==> config.mk <==
export PLATFORM = sky130hd
export DESIGN_NAME = read_sel_seq
export DESIGN_NICKNAME = d
export VERILOG_FILES = /design/src/rtl/read_sel_seq.sv
export SDC_FILE = /design/constraint.sdc
export NUM_CORES = 1
export LEC_CHECK = 0
export BUFFER_PORTS_ARGS = -buffer_cell sky130_fd_sc_hd__buf_4
export CAP_MARGIN = 20
export CORE_MARGIN = 3
export CORE_UTILIZATION = 30
export CTS_BUF_LIST = sky130_fd_sc_hd__clkbuf_16
export DETAILED_ROUTE_END_ITERATION = 8
export GPL_ROUTABILITY_DRIVEN = 0
export MAX_ROUTING_LAYER = met4
export PLACE_DENSITY = 0.59
export SLEW_MARGIN = 15
export SYNTH_ARGS = -nofsm -noshare
export SYNTH_HDL_FRONTEND = slang
export SYNTH_SLANG_ARGS = --single-unit
==> constraint.sdc <==
create_clock -name clk -period 1.64 [get_ports clk]
set_input_delay 0.164 -clock clk [delete_from_list [all_inputs] [get_ports clk]]
set_output_delay 0.164 -clock clk [all_outputs]
set_load 0.005 [all_outputs]
==> src/rtl/read_sel_seq.sv <==
// read_sel_seq: registered register-read select multiplexer for the multi-cycle datapath.
//
// A select is latched on sel_load and the chosen word is re-sampled every cycle while
// holding, so output_data follows the register file with one cycle of lag. Selects at or
// above NUM_IN produce a zero word and raise sel_err. An optional scan mode steps through
// every input once, for register-file dump/debug.
//
// Optional feature macro: READ_SEL_SCAN_EN
//   defined   - SCAN state, scan_start, scan_idx and scan_done are active.
//   undefined - no SCAN state, scan_start ignored, scan_idx and scan_done tied to 0.
//
// Ports:
//   clk          in   system clock, rising edge
//   rst_n        in   asynchronous active-low reset
//   input_data   in   NUM_IN packed words, word i at [i*WORD_SIZE +: WORD_SIZE]
//   select       in   requested input index
//   sel_load     in   latch select this cycle
//   clear        in   synchronous return to IDLE, clears outputs
//   scan_start   in   begin a scan of all inputs
//   output_data  out  registered selected word
//   valid        out  output_data is meaningful
//   sel_err      out  latched select was out of range
//   scan_idx     out  index presented during scan
//   scan_done    out  one-cycle pulse with the last scan word
module read_sel_seq #(
    parameter int unsigned WORD_SIZE = 5,
    parameter int unsigned NUM_IN    = 3,
    parameter int unsigned SEL_W     = 2
) (
    input  logic                        clk,
    input  logic                        rst_n,
    input  logic [NUM_IN*WORD_SIZE-1:0] input_data,
    input  logic [SEL_W-1:0]            select,
    input  logic                        sel_load,
    input  logic                        clear,
    input  logic                        scan_start,
    output logic [WORD_SIZE-1:0]        output_data,
    output logic                        valid,
    output logic                        sel_err,
    output logic [SEL_W-1:0]            scan_idx,
    output logic                        scan_done
);

    localparam logic [SEL_W:0] NumInW = (SEL_W + 1)'(NUM_IN);

`ifdef READ_SEL_SCAN_EN
    localparam logic [SEL_W-1:0] LastIdx = SEL_W'(NUM_IN - 1);
    typedef enum logic [1:0] {StIdle, StHold, StScan} state_e;
`else
    typedef enum logic {StIdle, StHold} state_e;
`endif

    state_e                 state_q, state_d;
    logic [SEL_W-1:0]       sel_q, sel_d;
    logic [WORD_SIZE-1:0]   out_q, out_d;
    logic                   valid_q, valid_d;
    logic                   err_q, err_d;

`ifdef READ_SEL_SCAN_EN
    logic [SEL_W-1:0]       idx_q, idx_d;
    logic                   done_q, done_d;
    logic [SEL_W-1:0]       nxt_idx;
`else
    logic                   unused_scan_start;
    assign unused_scan_start = scan_start;
`endif

    // Word mux; indices at or above NUM_IN yield zero.
    function automatic logic [WORD_SIZE-1:0] pick(input logic [NUM_IN*WORD_SIZE-1:0] data,
                                                  input logic [SEL_W-1:0] idx);
        logic [WORD_SIZE-1:0] w;
        w = '0;
        for (int unsigned i = 0; i < NUM_IN; i++) begin
            if (idx == SEL_W'(i)) begin
                w = data[i*WORD_SIZE +: WORD_SIZE];
            end
        end
        return w;
    endfunction

    function automatic logic out_of_range(input logic [SEL_W-1:0] idx);
        return {1'b0, idx} >= NumInW;
    endfunction

    always_comb begin
        state_d = state_q;
        sel_d   = sel_q;
        out_d   = out_q;
        valid_d = valid_q;
        err_d   = err_q;
`ifdef READ_SEL_SCAN_EN
        idx_d   = idx_q;
        done_d  = 1'b0;
        nxt_idx = idx_q + 1'b1;
`endif

        if (clear) begin
            state_d = StIdle;
            valid_d = 1'b0;
            out_d   = '0;
            err_d   = 1'b0;
`ifdef READ_SEL_SCAN_EN
            idx_d   = '0;
`endif
        end
`ifdef READ_SEL_SCAN_EN
        // scan_start outranks sel_load but is ignored once a scan is running.
        else if (scan_start && (state_q != StScan)) begin
            state_d = StScan;
            idx_d   = '0;
            out_d   = pick(input_data, '0);
            valid_d = 1'b1;
            err_d   = 1'b0;
            done_d  = (LastIdx == '0);
        end
`endif
        else begin
            unique case (state_q)
                StIdle, StHold: begin
                    if (sel_load) begin
                        // New word shows up right after the load edge, so no valid gap.
                        sel_d   = select;
                        state_d = StHold;
                        out_d   = pick(input_data, select);
                        valid_d = 1'b1;
                        err_d   = out_of_range(select);
                    end else if (state_q == StHold) begin
                        out_d   = pick(input_data, sel_q);
                        valid_d = 1'b1;
                        err_d   = out_of_range(sel_q);
                    end else begin
                        valid_d = 1'b0;
                    end
                end
`ifdef READ_SEL_SCAN_EN
                StScan: begin
                    err_d = 1'b0;
                    if (idx_q == LastIdx) begin
                        // Scan ends in IDLE; sel_q is untouched but HOLD is not resumed.
                        state_d = StIdle;
                        valid_d = 1'b0;
                        idx_d   = '0;
                    end else begin
                        idx_d   = nxt_idx;
                        out_d   = pick(input_data, nxt_idx);
                        valid_d = 1'b1;
                        done_d  = (nxt_idx == LastIdx);
                    end
                end
`endif
                default: begin
                    state_d = StIdle;
                    valid_d = 1'b0;
                end
            endcase
        end
    end

    always_ff @(posedge clk or negedge rst_n) begin
        if (!rst_n) begin
            state_q <= StIdle;
            sel_q   <= '0;
            out_q   <= '0;
            valid_q <= 1'b0;
            err_q   <= 1'b0;
`ifdef READ_SEL_SCAN_EN
            idx_q   <= '0;
            done_q  <= 1'b0;
`endif
        end else begin
            state_q <= state_d;
            sel_q   <= sel_d;
            out_q   <= out_d;
            valid_q <= valid_d;
            err_q   <= err_d;
`ifdef READ_SEL_SCAN_EN
            idx_q   <= idx_d;
            done_q  <= done_d;
`endif
        end
    end

    assign output_data = out_q;
    assign valid       = valid_q;
    assign sel_err     = err_q;
`ifdef READ_SEL_SCAN_EN
    assign scan_idx    = idx_q;
    assign scan_done   = done_q;
`else
    assign scan_idx    = '0;
    assign scan_done   = 1'b0;
`endif

endmodule

==> results <==
- The run finished with clean final reports.
- The post-route total power is 0.000910 W.
- The number of antenna diodes in the final layout is 0.
- In this run, distinct cell masters in the synthesized netlist total 19.
- The kind of path behind the tightest hold check is in2reg.
- The floorplan die width is 53.9 um.
- The initial antenna violation count was 0.
- The count of cells resized by post-cts repair is 0.
- For this run the aggregate overflow at the end of global routing stands at 0.
- The initialized floorplan defines 16 standard-cell rows.
- In this run the most critical hold path is launched from clear.
- The number of max-cap violations is 0.
- The remaining design rule violation count is 0.
- The filler cell count is 195.
- The first global-routing pass estimated 2.79 mm of wire.
- The number of global-route vias before repair is 636.
- The number of cells traversed by the worst register-to-register path is 3.
- The worst flop-to-flop path endpoint is output_data[1].
- The worst setup path is launched from a register.
- The number of nets in the layout is 117.
- The multi-input combinational cells in the finished layout cover a total of 392 um2.
- The register clock-pin slew on the reported worst setup and hold paths is 0.04 ns.
- The post-synthesis cell area is 687 um2.
- The basic-gate share of the synthesized area counting and, or, nand and nor cells is 12.0%.
- The minimum period implied by the final worst setup slack is 1.22 ns.
- In this run the number of H-tree levels came out at 1.
- The worst hold path passes through 2 cells.
- At the worst endpoint, the required time is 1.79 ns.
- Hold is met by 0.116 ns.
- STA classifies the critical path endpoint as a register.
- The number of nets still failing antenna checks after routing is 0.
- Counting every sink on the clock net gives 10.
- The kind of critical path is reg2reg.
- The number of cells produced by synthesis is 67.
- Global routing consumed, over all layers together, 14.2% of the routing resources.
- After synthesis, the largest family of logic cells by area is compound AO/OA/AOI/OAI gates.
- The number of I/O port buffers is 27.
- The per-cell routed wire length is 14.7 um.
- The vias per cell is 5.31.
- Summing the areas of all xor and xnor instances in the mapped netlist gives 0% of the synthesized area.
- The CTS root buffer is sky130_fd_sc_hd__clkbuf_16.
- The reg-to-reg critical path startpoint is sel_q[0].
- The final number of hold-violating endpoints was 0.
- The max-slew violation count is 0.
- The worst register-to-register path has a setup slack of 0.42 ns.
- In this run the worst path has a maximum fanout of 12.
- The maximum clock insertion buffer count is 2.
- The count of state elements after synthesis is 10.
- Across all layers, the routed design uses 642 vias.
- 32 I/O pins were placed.
- After layout, the worst path uses 74.4% of the clock period.
- The ratio of cells with drive above 1 in the final layout is 33.0%.
- Setup violations remaining at the end of the flow were counted as 0.
- Measured against the total synthesized area, the mux share comes to 17.9%.
- The Yosys step of the flow raised 0 warnings.
- In this run, CTS created clock tree buffers numbering 3.
- For hold timing, the worst endpoint is state_q.
- Summed over all layers, the routed wires come to 1.78 mm.
- The area fraction in compound gates after synthesis is 25.5%.
- The leakage dissipation is 0.487 nW.
- The library cells used most frequently in the layout, excluding fill and tap cells, are sky130_fd_sc_hd__buf_4, sky130_fd_sc_hd__mux2i_1, sky130_fd_sc_hd__o2bb2ai_1, sky130_fd_sc_hd__dfrtp_1.
- The placed wire-length estimate after detailed placement is 1.29 mm.
- Dividing the synthesized area by the synthesized cell count gives 10.3 um2.
- In the final layout, flip-flops and latches occupy 250 um2.
- The aggregate negative setup slack is 0 ns.
- Relative to the synthesized area, the layout overhead comes to 41.9%.
- Across the VDD grid, the largest voltage drop is 453 uV.
- The first routing iteration left 4 violations.
- The length of the first detailed-routing pass in iterations is 4.
- Based on the critical path, the design can be clocked at up to 820 MHz.
- The power per unit of standard cell area is 934 nW/um2.
- The die is 53.9 um tall.
- After floorplanning, the core was sized to cover 2060 um2.
- The TritonCTS clock tree is yes.
- Of the synthesized area, sequential elements account for 36.4%.
- Once the floorplan was initialized, standard cells occupied 33.3% of the core.
- The full die area is 2900 um2.
- The arrival time reported for the critical path endpoint is 1.37 ns.
- The insertion delay of the later-clocked pin in the worst-skew pair is 0.23 ns.
- On the final layout, the worst clock skew is 0.00128 ns.
- At the end of the flow the core is filled with cells to 47.3%.
- The adder-cell area share of the yosys netlist is 0%.
- The largest net degree at the start of global routing is 14.
- The library cell used most frequently in the layout, excluding fill and tap cells, is sky130_fd_sc_hd__buf_4.
- Setup repair after global routing left no endpoint under its margin.
worst max-delay path by stage:
stage                   from        endpoint  slack, ns  depth (start not counted)
floorplan           sel_q[0]  output_data[0]       0.61                          4
CTS                 sel_q[0]  output_data[1]       0.42                          3
global route        sel_q[0]  output_data[1]       0.36                          3
detailed placement  sel_q[0]  output_data[1]       0.45                          3
finish              sel_q[0]  output_data[1]       0.42                          3
global placement    sel_q[0]  output_data[0]       0.48                          3
area by class of cell:
class / instances / area share [%]
flip-flops and latches: 10 / 25.7
repair buffers: 29 / 22.6
well taps: 27 / 3.47
clock buffers: 3 / 7.70
multi-input cells: 51 / 40.2
clock inverters: 1 / 0.385
timing repair:
| action | in CTS | in global routing |
|---|---|---|
| buffers inserted | 0 | 0 |
| hold buffers | 1 | 0 |
| endpoints found under the hold margin | 10 | 0 |
routing by layer:
metal,up-vias,GRT usage (%),routed length [um]
li1,301,-,-
met1,305,16.8,822
met2,31,21.2,781
met3,5,3.88,144
met4,0,8.94,30
met5,-,-,0
stage by stage:
stage          worst slack, ns  area (um2)  std cells
6_report                 0.421         975        121
5_1_grt                  0.358         975        121
4_1_cts                  0.422         975        121
3_5_place_dp             0.446         886        116
3_3_place_gp             0.475         886        116
2_1_floorplan            0.609         694         69
flip-flops by register name, indices dropped and copies added, names as in the netlist:
signal / cells
sel_q: 2
sel_err: 1
state_q: 1
output_data: 5
valid: 1
Yosys cell counts (all sizes together):
cell type  count  area, um2
a21o           1       7.51
a21oi          1       5.00
and2b          1       7.51
buf            7       48.8
clkbuf         1       3.75
conb           1       3.75
dfrtp         10        250
mux2           2       22.5
mux2i         10        100
nand2b         1       6.26
nand3          2       10.0
nand3b         5       37.5
nor2           4       15.0
nor2b          1       6.26
o211a          5       50.1
o21ai          5       25.0
o2bb2ai       10       87.6
where the power goes:
group | internal [W] | leakage [nW] | total [W] | switching (W)
clock network | 0.000319 | 0.0385 | 0.000432 | 0.000112
logic | 0.000104 | 0.320 | 0.000170 | 0.0000657
registers | 0.000269 | 0.128 | 0.000309 | 0.0000396
total | 0.000693 | 0.487 | 0.000910 | 0.000218
critical path, cell delays in order, from the launching register on:
cell and delay [ns]:
sky130_fd_sc_hd__dfrtp_1 0.60, sky130_fd_sc_hd__mux2i_1 0.15, sky130_fd_sc_hd__o211a_1 0.22, sky130_fd_sc_hd__o2bb2ai_1 0.16
kinds of logic (layout without fill, tap and decap cells):
family	count (synthesis)	count (layout)
AO/OA/AOI/OAI	22	22
AND/OR/NAND/NOR	14	14
multiplexers	12	12
flip-flops	10	10
buffers and inverters	8	33
other	1	3
Power figures use the tool's default switching activity.
